**config.mk**
```make
export PLATFORM = sky130hd
export DESIGN_NAME = pcie_cpl_tx_flat
export DESIGN_NICKNAME = d
export VERILOG_FILES = /design/src/rtl/pcie_cpl_tx_if.sv /design/src/rtl/pcie_cpl_tx.sv /design/src/flat_wrapper.sv
export SDC_FILE = /design/constraint.sdc
export NUM_CORES = 1
export LEC_CHECK = 0
export CORE_MARGIN = 3
export CORE_UTILIZATION = 35
export DETAILED_ROUTE_END_ITERATION = 8
export DONT_BUFFER_PORTS = 1
export HOLD_SLACK_MARGIN = 0.15
export PLACE_DENSITY = 0.52
export SETUP_SLACK_MARGIN = 0.4
export SLEW_MARGIN = 20
export SYNTH_ARGS = -nofsm -noshare
export SYNTH_HDL_FRONTEND = slang
export SYNTH_SLANG_ARGS = --single-unit
```
**constraint.sdc**
```tcl
create_clock -name trn_clk -period 10.3 [get_ports trn_clk]
set_clock_uncertainty 0.2 [all_clocks]
set_input_delay 2.06 -clock trn_clk [delete_from_list [all_inputs] [get_ports trn_clk]]
set_output_delay 2.06 -clock trn_clk [all_outputs]
set_load 0.02 [all_outputs]
```
**src/rtl/pcie_cpl_tx_if.sv**
```systemverilog
// Request-side handshake plus TRN transmit bus of the completion generator.
// The slave modport is the completion generator; the master modport is its environment.
interface pcie_cpl_tx_if;
    logic        req_valid;
    logic        req_ready;
    logic [15:0] req_rid;
    logic [7:0]  req_tag;
    logic [2:0]  req_tc;
    logic [1:0]  req_attr;
    logic [6:0]  req_lower_addr;
    logic        req_len2;
    logic [63:0] req_data;

    logic        trn_lnk_up_n;
    logic [5:0]  trn_tbuf_av;
    logic        trn_tdst_rdy_n;
    logic [63:0] trn_td;
    logic        trn_trem_n;
    logic        trn_tsof_n;
    logic        trn_teof_n;
    logic        trn_tsrc_rdy_n;
    logic        trn_tsrc_dsc_n;
    logic        trn_terrfwd_n;
    logic        trn_tstr_n;

    modport master (
        output req_valid, req_rid, req_tag, req_tc, req_attr, req_lower_addr, req_len2, req_data,
        output trn_lnk_up_n, trn_tbuf_av, trn_tdst_rdy_n,
        input  req_ready, trn_td, trn_trem_n, trn_tsof_n, trn_teof_n, trn_tsrc_rdy_n,
        input  trn_tsrc_dsc_n, trn_terrfwd_n, trn_tstr_n
    );

    modport slave (
        input  req_valid, req_rid, req_tag, req_tc, req_attr, req_lower_addr, req_len2, req_data,
        input  trn_lnk_up_n, trn_tbuf_av, trn_tdst_rdy_n,
        output req_ready, trn_td, trn_trem_n, trn_tsof_n, trn_teof_n, trn_tsrc_rdy_n,
        output trn_tsrc_dsc_n, trn_terrfwd_n, trn_tstr_n
    );
endinterface

```
**src/rtl/pcie_cpl_tx.sv**
```systemverilog
// Builds a CplD TLP (1 or 2 data DWs) for an accepted read request and streams it
// on the 64-bit TRN transmit bus; aborts on link loss.
module pcie_cpl_tx (
    input  logic         trn_clk,
    input  logic         trn_reset,
    input  logic [7:0]   cfg_bus_number,
    input  logic [4:0]   cfg_device_number,
    input  logic [2:0]   cfg_function_number,
    pcie_cpl_tx_if.slave bus,
    output logic [15:0]  cpl_count,
    output logic [7:0]   abort_count
);
    typedef enum logic [1:0] {IDLE, BEAT0, BEAT1, BEAT2} state_e;

    state_e      state_q, state_d;
    logic [63:0] td_q, td_d;
    logic        sof_n_q, sof_n_d;
    logic        eof_n_q, eof_n_d;
    logic        trem_n_q, trem_n_d;
    logic        src_rdy_n_q, src_rdy_n_d;
    logic [31:0] dw2_q, dw2_d;
    logic [63:0] data_q, data_d;
    logic        len2_q, len2_d;
    logic [15:0] cpl_q, cpl_d;
    logic [7:0]  abort_q, abort_d;

    logic        accept;
    logic        eop;
    logic [15:0] cpl_id;
    logic [31:0] hdr_dw0;
    logic [31:0] hdr_dw1;

    // Gating with reset keeps the request side closed while the block is held in reset.
    assign bus.req_ready = !trn_reset && (state_q == IDLE) && !bus.trn_lnk_up_n
                           && (bus.trn_tbuf_av != 6'd0);
    assign accept  = bus.req_valid && bus.req_ready;

    assign cpl_id  = {cfg_bus_number, cfg_device_number, cfg_function_number};
    assign hdr_dw0 = {1'b0, 2'b10, 5'b01010, 1'b0, bus.req_tc, 4'b0000, 1'b0, 1'b0,
                      bus.req_attr, 2'b00, bus.req_len2 ? 10'd2 : 10'd1};
    assign hdr_dw1 = {cpl_id, 3'b000, 1'b0, bus.req_len2 ? 12'd8 : 12'd4};

    always_ff @(posedge trn_clk or posedge trn_reset) begin
        if (trn_reset) begin
            state_q     <= IDLE;
            td_q        <= '0;
            sof_n_q     <= 1'b1;
            eof_n_q     <= 1'b1;
            trem_n_q    <= 1'b0;
            src_rdy_n_q <= 1'b1;
            dw2_q       <= '0;
            data_q      <= '0;
            len2_q      <= 1'b0;
            cpl_q       <= '0;
            abort_q     <= '0;
        end else begin
            // NOTE: state registers use non-blocking assignments so every flop samples pre-edge values.
            state_q     <= state_d;
            td_q        <= td_d;
            sof_n_q     <= sof_n_d;
            eof_n_q     <= eof_n_d;
            trem_n_q    <= trem_n_d;
            src_rdy_n_q <= src_rdy_n_d;
            dw2_q       <= dw2_d;
            data_q      <= data_d;
            len2_q      <= len2_d;
            cpl_q       <= cpl_d;
            abort_q     <= abort_d;
        end
    end

    always_comb begin
        // NOTE: every output of this block gets a hold default first, so no latch can be inferred.
        state_d     = state_q;
        td_d        = td_q;
        sof_n_d     = sof_n_q;
        eof_n_d     = eof_n_q;
        trem_n_d    = trem_n_q;
        src_rdy_n_d = src_rdy_n_q;
        dw2_d       = dw2_q;
        data_d      = data_q;
        len2_d      = len2_q;
        cpl_d       = cpl_q;
        abort_d     = abort_q;
        eop         = 1'b0;

        case (state_q)
            IDLE: begin
                if (accept) begin
                    state_d     = BEAT0;
                    td_d        = {hdr_dw0, hdr_dw1};
                    sof_n_d     = 1'b0;
                    eof_n_d     = 1'b1;
                    trem_n_d    = 1'b0;
                    src_rdy_n_d = 1'b0;
                    dw2_d       = {bus.req_rid, bus.req_tag, 1'b0, bus.req_lower_addr};
                    data_d      = bus.req_data;
                    len2_d      = bus.req_len2;
                end
            end
            default: begin
                // Link loss wins over a beat accepted in the same cycle.
                if (bus.trn_lnk_up_n) begin
                    state_d     = IDLE;
                    src_rdy_n_d = 1'b1;
                    sof_n_d     = 1'b1;
                    eof_n_d     = 1'b1;
                    if (abort_q != 8'hFF) abort_d = abort_q + 8'd1;
                end else if (!bus.trn_tdst_rdy_n) begin
                    sof_n_d = 1'b1;
                    case (state_q)
                        BEAT0: begin
                            state_d  = BEAT1;
                            td_d     = {dw2_q, data_q[31:0]};
                            eof_n_d  = len2_q;
                            trem_n_d = 1'b0;
                        end
                        BEAT1: begin
                            if (len2_q) begin
                                state_d  = BEAT2;
                                td_d     = {data_q[63:32], 32'h0};
                                eof_n_d  = 1'b0;
                                trem_n_d = 1'b1;
                            end else begin
                                eop = 1'b1;
                            end
                        end
                        default: eop = 1'b1;
                    endcase
                    if (eop) begin
                        state_d     = IDLE;
                        src_rdy_n_d = 1'b1;
                        eof_n_d     = 1'b1;
                        cpl_d       = cpl_q + 16'd1;
                    end
                end
            end
        endcase
    end

    assign bus.trn_td         = td_q;
    assign bus.trn_tsof_n     = sof_n_q;
    assign bus.trn_teof_n     = eof_n_q;
    assign bus.trn_trem_n     = trem_n_q;
    assign bus.trn_tsrc_rdy_n = src_rdy_n_q;
    assign bus.trn_tsrc_dsc_n = 1'b1;
    assign bus.trn_terrfwd_n  = 1'b1;
    assign bus.trn_tstr_n     = 1'b1;
    assign cpl_count          = cpl_q;
    assign abort_count        = abort_q;
endmodule

```
**src/flat_wrapper.sv**
```systemverilog
// flat-port wrapper written by rule: the top's interface ports become plain ports
module pcie_cpl_tx_flat 
  (trn_clk, trn_reset, cfg_bus_number, cfg_device_number, cfg_function_number, cpl_count, abort_count, bus_req_valid, bus_req_rid, bus_req_tag, bus_req_tc, bus_req_attr, bus_req_lower_addr, bus_req_len2, bus_req_data, bus_trn_lnk_up_n, bus_trn_tbuf_av, bus_trn_tdst_rdy_n, bus_req_ready, bus_trn_td, bus_trn_trem_n, bus_trn_tsof_n, bus_trn_teof_n, bus_trn_tsrc_rdy_n, bus_trn_tsrc_dsc_n, bus_trn_terrfwd_n, bus_trn_tstr_n);
  pcie_cpl_tx_if bus_i ();
  input  logic trn_clk;
  input  logic trn_reset;
  input  logic [7:0] cfg_bus_number;
  input  logic [4:0] cfg_device_number;
  input  logic [2:0] cfg_function_number;
  output logic [15:0] cpl_count;
  output logic [7:0] abort_count;
  input wire logic [$bits(bus_i.req_valid)-1:0] bus_req_valid;
  input wire logic [$bits(bus_i.req_rid)-1:0] bus_req_rid;
  input wire logic [$bits(bus_i.req_tag)-1:0] bus_req_tag;
  input wire logic [$bits(bus_i.req_tc)-1:0] bus_req_tc;
  input wire logic [$bits(bus_i.req_attr)-1:0] bus_req_attr;
  input wire logic [$bits(bus_i.req_lower_addr)-1:0] bus_req_lower_addr;
  input wire logic [$bits(bus_i.req_len2)-1:0] bus_req_len2;
  input wire logic [$bits(bus_i.req_data)-1:0] bus_req_data;
  input wire logic [$bits(bus_i.trn_lnk_up_n)-1:0] bus_trn_lnk_up_n;
  input wire logic [$bits(bus_i.trn_tbuf_av)-1:0] bus_trn_tbuf_av;
  input wire logic [$bits(bus_i.trn_tdst_rdy_n)-1:0] bus_trn_tdst_rdy_n;
  output wire logic [$bits(bus_i.req_ready)-1:0] bus_req_ready;
  output wire logic [$bits(bus_i.trn_td)-1:0] bus_trn_td;
  output wire logic [$bits(bus_i.trn_trem_n)-1:0] bus_trn_trem_n;
  output wire logic [$bits(bus_i.trn_tsof_n)-1:0] bus_trn_tsof_n;
  output wire logic [$bits(bus_i.trn_teof_n)-1:0] bus_trn_teof_n;
  output wire logic [$bits(bus_i.trn_tsrc_rdy_n)-1:0] bus_trn_tsrc_rdy_n;
  output wire logic [$bits(bus_i.trn_tsrc_dsc_n)-1:0] bus_trn_tsrc_dsc_n;
  output wire logic [$bits(bus_i.trn_terrfwd_n)-1:0] bus_trn_terrfwd_n;
  output wire logic [$bits(bus_i.trn_tstr_n)-1:0] bus_trn_tstr_n;
  assign bus_i.req_valid = bus_req_valid;
  assign bus_i.req_rid = bus_req_rid;
  assign bus_i.req_tag = bus_req_tag;
  assign bus_i.req_tc = bus_req_tc;
  assign bus_i.req_attr = bus_req_attr;
  assign bus_i.req_lower_addr = bus_req_lower_addr;
  assign bus_i.req_len2 = bus_req_len2;
  assign bus_i.req_data = bus_req_data;
  assign bus_i.trn_lnk_up_n = bus_trn_lnk_up_n;
  assign bus_i.trn_tbuf_av = bus_trn_tbuf_av;
  assign bus_i.trn_tdst_rdy_n = bus_trn_tdst_rdy_n;
  assign bus_req_ready = bus_i.req_ready;
  assign bus_trn_td = bus_i.trn_td;
  assign bus_trn_trem_n = bus_i.trn_trem_n;
  assign bus_trn_tsof_n = bus_i.trn_tsof_n;
  assign bus_trn_teof_n = bus_i.trn_teof_n;
  assign bus_trn_tsrc_rdy_n = bus_i.trn_tsrc_rdy_n;
  assign bus_trn_tsrc_dsc_n = bus_i.trn_tsrc_dsc_n;
  assign bus_trn_terrfwd_n = bus_i.trn_terrfwd_n;
  assign bus_trn_tstr_n = bus_i.trn_tstr_n;
  pcie_cpl_tx u_core (.trn_clk(trn_clk), .trn_reset(trn_reset), .cfg_bus_number(cfg_bus_number), .cfg_device_number(cfg_device_number), .cfg_function_number(cfg_function_number), .bus(bus_i), .cpl_count(cpl_count), .abort_count(abort_count));
endmodule
```
==> results of run 1 <==
[worst max path at each step]
| stage | to |
|---|---|
| 2_1_floorplan | u_core.abort_count[0]$_DFFE_PP0P_ |
| 3_3_place_gp | bus_req_ready |
| 3_5_place_dp | bus_req_ready |
| 4_1_cts | bus_req_ready |
| 5_1_grt | bus_req_ready |
| 6_report | bus_req_ready |
[metrics by stage]
step	power [W]	setup slack (ps)	hold slack, ps	util, %
floorplan	0.00132	2870	246	-
global placement	0.00137	5000	267	36.9
detailed placement	0.00140	5000	275	36.9
CTS	0.00209	4920	292	39.6
global route	0.00217	4940	305	39.8
finish	0.00206	4990	287	39.8
[Yosys cell counts, drive strengths merged, types with 3 or more instances]
| cell type | count | area, um^2 |
|---|---|---|
| nor2 | 16 | 62.6 |
| and3 | 3 | 18.8 |
| xnor2 | 10 | 87.6 |
| o21ai | 12 | 60.1 |
| xor2 | 9 | 78.8 |
| nand3 | 6 | 30.0 |
| buf | 24 | 150 |
| a21oi | 8 | 40.0 |
| nor3b | 3 | 22.5 |
| nand4 | 5 | 31.3 |
| mux2 | 151 | 1740 |
| dfrtp | 187 | 4680 |
| clkbuf | 13 | 48.8 |
| nand2b | 7 | 43.8 |
| nor2b | 3 | 18.8 |
| nor3 | 6 | 30.0 |
| mux2i | 19 | 190 |
| inv | 26 | 97.6 |
| dfstp | 3 | 78.8 |
| a22o | 37 | 324 |
| nand2 | 33 | 124 |
[kinds of logic (layout without fill, tap and decap cells)]
logic type | count (synthesis) | in the layout | synth area share, %
XOR/XNOR | 19 | 19 | 2.04
adder cells (fa/ha/maj) | 2 | 2 | 0.306
flip-flops | 190 | 190 | 58.3
AND/OR/NAND/NOR | 93 | 93 | 5.72
buffers and inverters | 63 | 62 | 3.63
multiplexers | 170 | 170 | 23.6
other | 1 | 5 | 0.0459
AO/OA/AOI/OAI | 68 | 68 | 6.36
[routing by layer]
metal | track usage (%) | up-vias | part of all wire [%]
li1 | - | 2102 | -
met2 | 23.8 | 161 | 47
met4 | 4.58 | 10 | 1.5
met1 | 18.5 | 2425 | 42
met3 | 7.30 | 28 | 9.0
met5 | 0 | - | 0.30
[final cells by class]
| cell class | count | area, um^2 | area share, % |
|---|---|---|---|
| Sequential cell | 190 | 4760 | 52.6 |
| Multi-Input combinational cell | 355 | 3140 | 34.6 |
| Clock buffer | 17 | 425 | 4.70 |
| Tap cell | 313 | 392 | 4.32 |
| Clock inverter | 15 | 189 | 2.09 |
| Inverter | 26 | 105 | 1.16 |
| Timing Repair Buffer | 4 | 42.5 | 0.470 |
| Antenna cell | 2 | 5.00 | 0.0552 |
[worst max-delay path, cell delays in order]
cell and delay, ps:
or4_4 540, o31ai_4 270, nor3_1 180
[registers in the layout, summed over array words and instances, names as in the netlist]
| name | cells |
|---|---|
| u_core.abort_count | 8 |
| u_core.cpl_count | 16 |
| u_core.dw2_q | 31 |
| u_core.bus.trn_td | 64 |
| u_core.bus.trn_tsrc_rdy_n | 1 |
| u_core.bus.trn_teof_n | 1 |
| u_core.bus.trn_trem_n | 1 |
| u_core.data_q | 64 |
| u_core.state_q | 2 |
| u_core.bus.trn_tsof_n | 1 |
| u_core.len2_q | 1 |
[power by group through the flow]
stage	combinational [W]	sequential [W]	clock, W
finish	0.000256	0.00112	0.000683
global route	0.000289	0.00114	0.000738
CTS	0.000261	0.00112	0.000706
detailed placement	0.000260	0.00114	0
global placement	0.000246	0.00113	0
floorplan	0.000232	0.00108	0
==> flow_metrics.tcl, run 1 <==
set metrics [dict create \
    cp.required_ps 8040 \
    drv_slew 0 \
    drc 0 \
    final_area_um2 9060 \
    io_pins 224 \
    arrival_ps 3050 \
    fmax_mhz 188 \
    first_global_vias 5151 \
    dpl_cell_area_um2 8420 \
    finalWirelength_mm 18.7 \
    core_area_um2 22800 \
    synth_warnings 0 \
    ctsResizeCount 0 \
    fin_crit_sh_pct 51.6 \
    dp_cells 887 \
    vias_per_cell 5.13 \
    rsz0062_at_grt "no" \
    cts_inserted_buffers 17 \
    relSlewSlack_pct 26.9 \
    die-area_um2 25200 \
    start_util_pct 35.8 \
    hold_viol 0 \
    hold_buffers 0 \
    grt_pass1_wl_mm 30.3 \
    setup_violations 0 \
    cp-end-kind "primary output" \
    track_usage_pct 15.1 \
    cp_max_fo 3 \
    r2r_setup_slack_ps 6200 \
    yosysSeqAreaShare_pct 58.3 \
    fin_cells 922 \
    p_sw_share_pct 31.1 \
    ir_worst_vdd_uv 92.0 \
    power_switching_w 0.000640 \
    dieHeight_um 159 \
    worst_hold_path_type "reg2reg" \
    path_class "in2out" \
    pwr-share-comb_pct 12.5 \
    ys_seq_elements 190 \
    p_leak_nw 3.89 \
    cts_tree "yes" \
    clkLatencyLatePin_ps 430 \
    synth_cell_types 46 \
    post_cts_buffers 0 \
    synthFlopType "dfrtp_1" \
    antenna_found_initial 7 \
    first_pass_iters 4 \
    hold-path-cell-count 1 \
    htreeDepth 4 \
    drive_above_1_share_pct 31.6 \
    setup_tns_ps 0 \
    overflow 0 \
    syn_inst 606 \
    die_width_um 159 \
    p_per_area_nw_per_um2 227 \
    pwr-share-seq_pct 54.3 \
    hold_end "u_core.dw2_q[30]$_DFFE_PP0P_" \
    final_common_cell "dfrtp_1" \
    clk_path_buf_depth 2 \
    finish.net_count 724 \
    min_period_ps 5310 \
    crit_start "bus_trn_tbuf_av[1]" \
    internal_power_w 0.00142 \
    clockPowerShare_pct 33.2 \
    vias 4726 \
    hpwl_mm 12.1 \
    r2r_cells 5 \
    reg2reg_to "u_core.dw2_q[1]$_DFFE_PP0P_" \
    synth_edf_count 0 \
    rows 55 \
    drv_cap 0 \
    drt_iter0_markers 261 \
    grt_max_degree 117 \
    synth_area_um2 8160 \
    r2r_start "u_core.state_q[0]$_DFFE_PP0P_" \
    worstSetupStartpointType "primary input" \
    wl_per_cell_um 20.3 \
    cts.reportedPaths.clkPinSlew_ps 70 \
    mostFrequentLayoutCells "dfrtp_1 (186), mux2_2 (133), a22o_1 (37)" \
    final.fill_count 2147 \
    syn_to_final_growth_pct 11.0 \
    postRouteAntennaNets 0 \
    place.gp.congestion 0.790 \
    worst_pin_slew_ps 1100 \
    hp-start "u_core.dw2_q[30]$_DFFE_PP0P_" \
    portBuffers 0 \
    avgSynthCellArea_um2 13.5 \
    cts_sinks 190 \
    cts_root_buffer "clkbuf_16" \
    async_reset_ff_share_pct 100 \
    outcome "complete, no violations" \
]
Power figures use the tool's default switching activity.
==> run 2, diff against run 1 <==
==> constraint.sdc (replaced) <==
create_clock -name trn_clk -period 5.3 [get_ports trn_clk]
set_clock_uncertainty 0.2 [all_clocks]
set_input_delay 1.06 -clock trn_clk [delete_from_list [all_inputs] [get_ports trn_clk]]
set_output_delay 1.06 -clock trn_clk [all_outputs]
set_load 0.02 [all_outputs]
==> run 2 against run 1 <==
Net effect: wire length is 1.4% lower; total power grew 90%; sequential cell count unchanged; setup slack lost 3500 ps; critical path type is now reg2out; non-clock buffer count increased by 5; register-to-register slack lost 4100 ps; count of clock-buffer cells in the layout rose by 1; clock power is 82% higher; critical path depth up 1; die area is the same; largest power group unchanged; hold slack better by 6.1 ps.
==> flow_metrics.tcl, run 2 (synthesized netlist as in run 1, its figures left out) <==
set metrics [dict create \
    r2r_start "u_core.state_q[0]$_DFFE_PP0P_" \
    fmax_mhz 265 \
    p_per_area_nw_per_um2 432 \
    pwr-share-seq_pct 55.2 \
    first_pass_iters 4 \
    setup_tns_ps 0 \
    dieHeight_um 159 \
    p_leak_nw 3.90 \
    place.gp.congestion 0.765 \
    core_area_um2 22800 \
    n_antenna_cell 0 \
    drc 0 \
    worstPathCellList "nor2_1 -> buf_4 -> o31ai_4 -> nor3_1" \
    postRouteAntennaNets 0 \
    worst_pin_slew_ps 1100 \
    finish.net_count 729 \
    mostFrequentLayoutCells "dfrtp_1 (186), mux2_2 (133), a22o_1 (37)" \
    worst_hold_path_type "reg2reg" \
    critPathSlowestCell "nor2_1" \
    relSlewSlack_pct 26.7 \
    cts_inserted_buffers 17 \
    vias_per_cell 5.08 \
    final_common_cell "dfrtp_1" \
    power_switching_w 0.00121 \
    overflow 0 \
    cpLargestDelayFamily "simple AND/OR/NAND/NOR gates" \
    vias 4695 \
    cts_tree "yes" \
    p_sw_share_pct 30.9 \
    start_util_pct 35.8 \
    fin_cells 925 \
    setup_violations 0 \
    path_class "reg2out" \
    wl_per_cell_um 20.0 \
    final_core_util_pct 39.7 \
    track_usage_pct 14.8 \
    dp_cells 892 \
    cp_max_fo 16 \
    cts_sinks 190 \
    portBuffers 0 \
    hp-start "u_core.data_q[39]$_DFFE_PP0P_" \
    die_width_um 159 \
    fin_crit_sh_pct 71.1 \
    antenna_found_initial 4 \
    cp-end-kind "primary output" \
    die-area_um2 25200 \
    clk_path_buf_depth 2 \
    syn_to_final_growth_pct 10.9 \
    rows 55 \
    post_cts_buffers 0 \
    ir_worst_vdd_uv 184 \
    critPathBufInv 1 \
    cp.required_ps 4040 \
    cts.reportedPaths.clkPinSlew_ps 70 \
    grt_max_degree 94 \
    grt_pass1_wl_mm 29.7 \
    hold_ws_ps 293 \
    first_global_vias 5098 \
    io_pins 224 \
    crit_start "u_core.state_q[0]$_DFFE_PP0P_" \
    clockPowerShare_pct 31.7 \
    worstSetupStartpointType "flip-flop" \
    slowest_delay_ps 590 \
    pwr-share-comb_pct 13.1 \
    clkLatencyLatePin_ps 430 \
    outcome "complete, no violations" \
    cts_root_buffer "clkbuf_16" \
    drv_slew 0 \
    drt_iter0_markers 304 \
    htreeDepth 4 \
    drive_above_1_share_pct 32.0 \
    finalWirelength_mm 18.5 \
    min_period_ps 3770 \
    arrival_ps 2510 \
    ctsResizeCount 0 \
    drv_cap 0 \
    hpwl_mm 12.6 \
    hold_viol 0 \
    internal_power_w 0.00271 \
    rsz0062_at_grt "no" \
    hold_buffers 0 \
]
## run 2: worst register-to-register path, cell delays in order (launching register included)
cell and delay [ps]:
dfrtp_2 530, nor2_1 590, buf_4 340, o31ai_4 130, nor2_4 410, buf_12 370
mux2_2 460
## run 2: final cells by class
type / instances / area, um^2
Tap cell: 313 / 392
Clock buffer: 18 / 439
Timing Repair Buffer: 9 / 105
Sequential cell: 190 / 4760
Multi-Input combinational cell: 355 / 3130
Inverter: 26 / 101
Fill cell: 2147 / 13700
Clock inverter: 14 / 124
## run 2: routing by layer
| layer | part of all wire (%) | wire (um) | GRT usage (%) | vias up |
|---|---|---|---|---|
| met5 | 0.27 | 50 | 0 | - |
| met4 | 1.4 | 257 | 4.38 | 8 |
| met3 | 10 | 1870 | 7.41 | 24 |
| met2 | 48 | 8880 | 23.8 | 162 |
| met1 | 40 | 7430 | 17.3 | 2398 |
| li1 | - | - | - | 2103 |
## run 2: through the flow
stage,power (W),instance area [um^2],setup slack [ps]
2_1_floorplan,0.00256,8180,1590
3_3_place_gp,0.00268,8470,1870
3_5_place_dp,0.00272,8470,1790
4_1_cts,0.00398,9030,1440
5_1_grt,0.00413,9050,1380
6_report,0.00391,9050,1530
## run 2: power by group through the flow
stage	combinational, W	sequential [W]	clock [W]
3_3_place_gp	0.000496	0.00218	0
5_1_grt	0.000577	0.00221	0.00135
2_1_floorplan	0.000451	0.00211	0
3_5_place_dp	0.000524	0.00219	0
6_report	0.000514	0.00216	0.00124
4_1_cts	0.000526	0.00217	0.00128
## run 2: path summary, 6_finish.rpt
path | end | slack (ps) | cells past startpoint
hold / removal | u_core.bus.trn_td[39]$_DFFE_PP0P_ | 290 | 2
hold reg to reg | u_core.bus.trn_td[39]$_DFFE_PP0P_ | 290 | 2
setup / recovery | bus_req_ready | 1530 | 4
setup reg to reg | u_core.data_q[56]$_DFFE_PP0P_ | 2150 | 6
min in group asynchronous | u_core.bus.trn_td[15]$_DFFE_PP0P_ | 320 | 1
max in group asynchronous | u_core.data_q[5]$_DFFE_PP0P_ | 3590 | 2
==> run 3, diff against run 2 <==
--- a/config.mk
+++ b/config.mk
@@ -10,7 +10,7 @@
 export DETAILED_ROUTE_END_ITERATION = 8
 export DONT_BUFFER_PORTS = 1
 export HOLD_SLACK_MARGIN = 0.15
-export PLACE_DENSITY = 0.52
+export PLACE_DENSITY = 0.54
 export SETUP_SLACK_MARGIN = 0.4
 export SLEW_MARGIN = 20
 export SYNTH_ARGS = -nofsm -noshare
==> constraint.sdc (replaced) <==
create_clock -name trn_clk -period 3.3 [get_ports trn_clk]
set_clock_uncertainty 0.2 [all_clocks]
set_input_delay 0.66 -clock trn_clk [delete_from_list [all_inputs] [get_ports trn_clk]]
set_output_delay 0.66 -clock trn_clk [all_outputs]
set_load 0.02 [all_outputs]
==> run 3 against run 2 <==
Net effect: clock power up 63%; count of clock-buffer cells in the layout down 1; cell count up 1.6%; sequential power up 61%; die area unchanged; critical endpoint unchanged; highest routed layer unchanged; critical path type is now in2out.
==> flow_metrics.tcl, run 3 (synthesized netlist as in run 1, its figures left out) <==
set metrics [dict create \
    setup_violations 0 \
    die-area_um2 25200 \
    hold_buffers 9 \
    n_antenna_cell 0 \
    cts_sinks 190 \
    cts_inserted_buffers 17 \
    met2_usage_pct 24.0 \
    arrival_ps 1740 \
    drt_iter0_markers 259 \
    fin_cells 940 \
    grt_pass1_wl_mm 30.3 \
    r2r_setup_slack_ps 750 \
    hpwl_mm 13.0 \
    dieHeight_um 159 \
    drv_slew 0 \
    io_pins 224 \
    cp.required_ps 2440 \
    place.gp.congestion 0.716 \
    postRouteAntennaNets 0 \
    rsz0062_at_grt "no" \
    htreeDepth 4 \
    syn_to_final_growth_pct 13.3 \
    cts.reportedPaths.clkPinSlew_ps 80 \
    worstSetupStartpointType "primary input" \
    grt_max_degree 94 \
    first_pass_iters 5 \
    hp-start "bus_req_tag[2]" \
    rows 55 \
    final_area_um2 9250 \
    post_cts_buffers 0 \
    track_usage_pct 15.1 \
    cp_max_fo 3 \
    fin_crit_sh_pct 78.7 \
    worst_hold_path_type "in2reg" \
    ir_worst_vdd_uv 302 \
    final_common_cell "dfrtp_1" \
    overflow 0 \
    clkLatencyLatePin_ps 420 \
    r2r_cells 6 \
    cts_root_buffer "clkbuf_16" \
    start_util_pct 35.8 \
    fmax_mhz 385 \
    portBuffers 0 \
    antenna_found_initial 4 \
    vias_per_cell 5.05 \
    mostFrequentLayoutCells "dfrtp_1 (186), mux2_2 (133), a22o_1 (37)" \
    worst_pin_slew_ps 697 \
    reg2reg_to "u_core.abort_count[6]$_DFFE_PP0P_" \
    vias 4748 \
    hold_viol 0 \
    min_period_ps 2600 \
    die_width_um 159 \
    hold_end "u_core.dw2_q[10]$_DFFE_PP0P_" \
    drv_cap 0 \
    p_leak_nw 3.99 \
    drc 0 \
    first_global_vias 5312 \
    ctsResizeCount 0 \
    dp_cells 896 \
    p_per_area_nw_per_um2 685 \
    met3_usage_pct 6.94 \
    cp-end-kind "primary output" \
    wl_per_cell_um 19.8 \
    outcome "complete, no violations" \
    r2r_start "u_core.state_q[0]$_DFFE_PP0P_" \
    cts_tree "yes" \
    finalWirelength_mm 18.6 \
    drive_above_1_share_pct 32.1 \
    core_area_um2 22800 \
    finish.net_count 744 \
    relSlewSlack_pct 53.5 \
    met1_usage_pct 18.6 \
    dpl_cell_area_um2 8530 \
    clk_path_buf_depth 2 \
    busiest_layer "met2" \
    hold-path-cell-count 1 \
    path_class "in2out" \
]
## run 3: cell count changes in the layout (fill, tap and decap cells not counted)
cell,previous run,this run
buf_4,6,8
nor2_1,15,14
inv_8,6,2
clkinvlp_4,3,1
nor2_2,0,1
clkinv_4,1,3
clkbuf_8,1,0
clkinv_8,0,5
inv_6,2,4
buf_12,3,5
dlygate4sd3_1,0,11
clkinv_2,3,1
## run 3: how the worst max path moves through the flow
stage | startpoint | slack [ps] | cells past startpoint | end
floorplan | trn_reset | -6 | 1 | u_core.abort_count[0]$_DFFE_PP0P_
global placement | bus_trn_lnk_up_n | 120 | 4 | u_core.data_q[59]$_DFFE_PP0P_
detailed placement | bus_trn_lnk_up_n | 40 | 4 | u_core.dw2_q[24]$_DFFE_PP0P_
CTS | u_core.state_q[0]$_DFFE_PP0P_ | 450 | 5 | u_core.dw2_q[24]$_DFFE_PP0P_
global route | u_core.state_q[0]$_DFFE_PP0P_ | 570 | 6 | u_core.abort_count[6]$_DFFE_PP0P_
finish | bus_trn_tbuf_av[1] | 700 | 4 | bus_req_ready
## run 3: routing by layer
layer | vias to the layer above | share of wire (%)
met4 | 8 | 0.83
met5 | - | 0.31
met2 | 173 | 47
met3 | 17 | 9.5
met1 | 2416 | 42
li1 | 2134 | -
## run 3: power by group
part / internal, W / total [W] / leakage [nW] / switching [W]
clock: 0.00102 / 0.00202 / 0.290 / 0.00100
combinational: 0.000513 / 0.000849 / 1.35 / 0.000336
sequential: 0.00283 / 0.00347 / 2.34 / 0.000634
## run 3: final cells by class
type | instances | area [um^2]
inverters | 26 | 101
clock buffers | 17 | 425
fillers | 2095 | 13500
flip-flops and latches | 190 | 4760
repair buffers | 24 | 270
clock inverters | 15 | 170
well taps | 313 | 392
multi-input cells | 355 | 3130
## run 3: through the flow
step	setup WS, ps	utilization [%]	hold WS, ps	setup TNS [ps]	total power [W]
2_1_floorplan	-6.01	-	246	-1120	0.00411
3_3_place_gp	118	37.4	267	0	0.00431
3_5_place_dp	44.2	37.4	279	0	0.00438
4_1_cts	453	40.4	150	0	0.00644
5_1_grt	569	40.6	151	0	0.00670
6_report	702	40.6	177	0	0.00634
## run 3: worst max-delay path, cell delays in order
cell and delay, ps:
or4_4 550, o31ai_4 280, nor3_1 80, buf_4 160
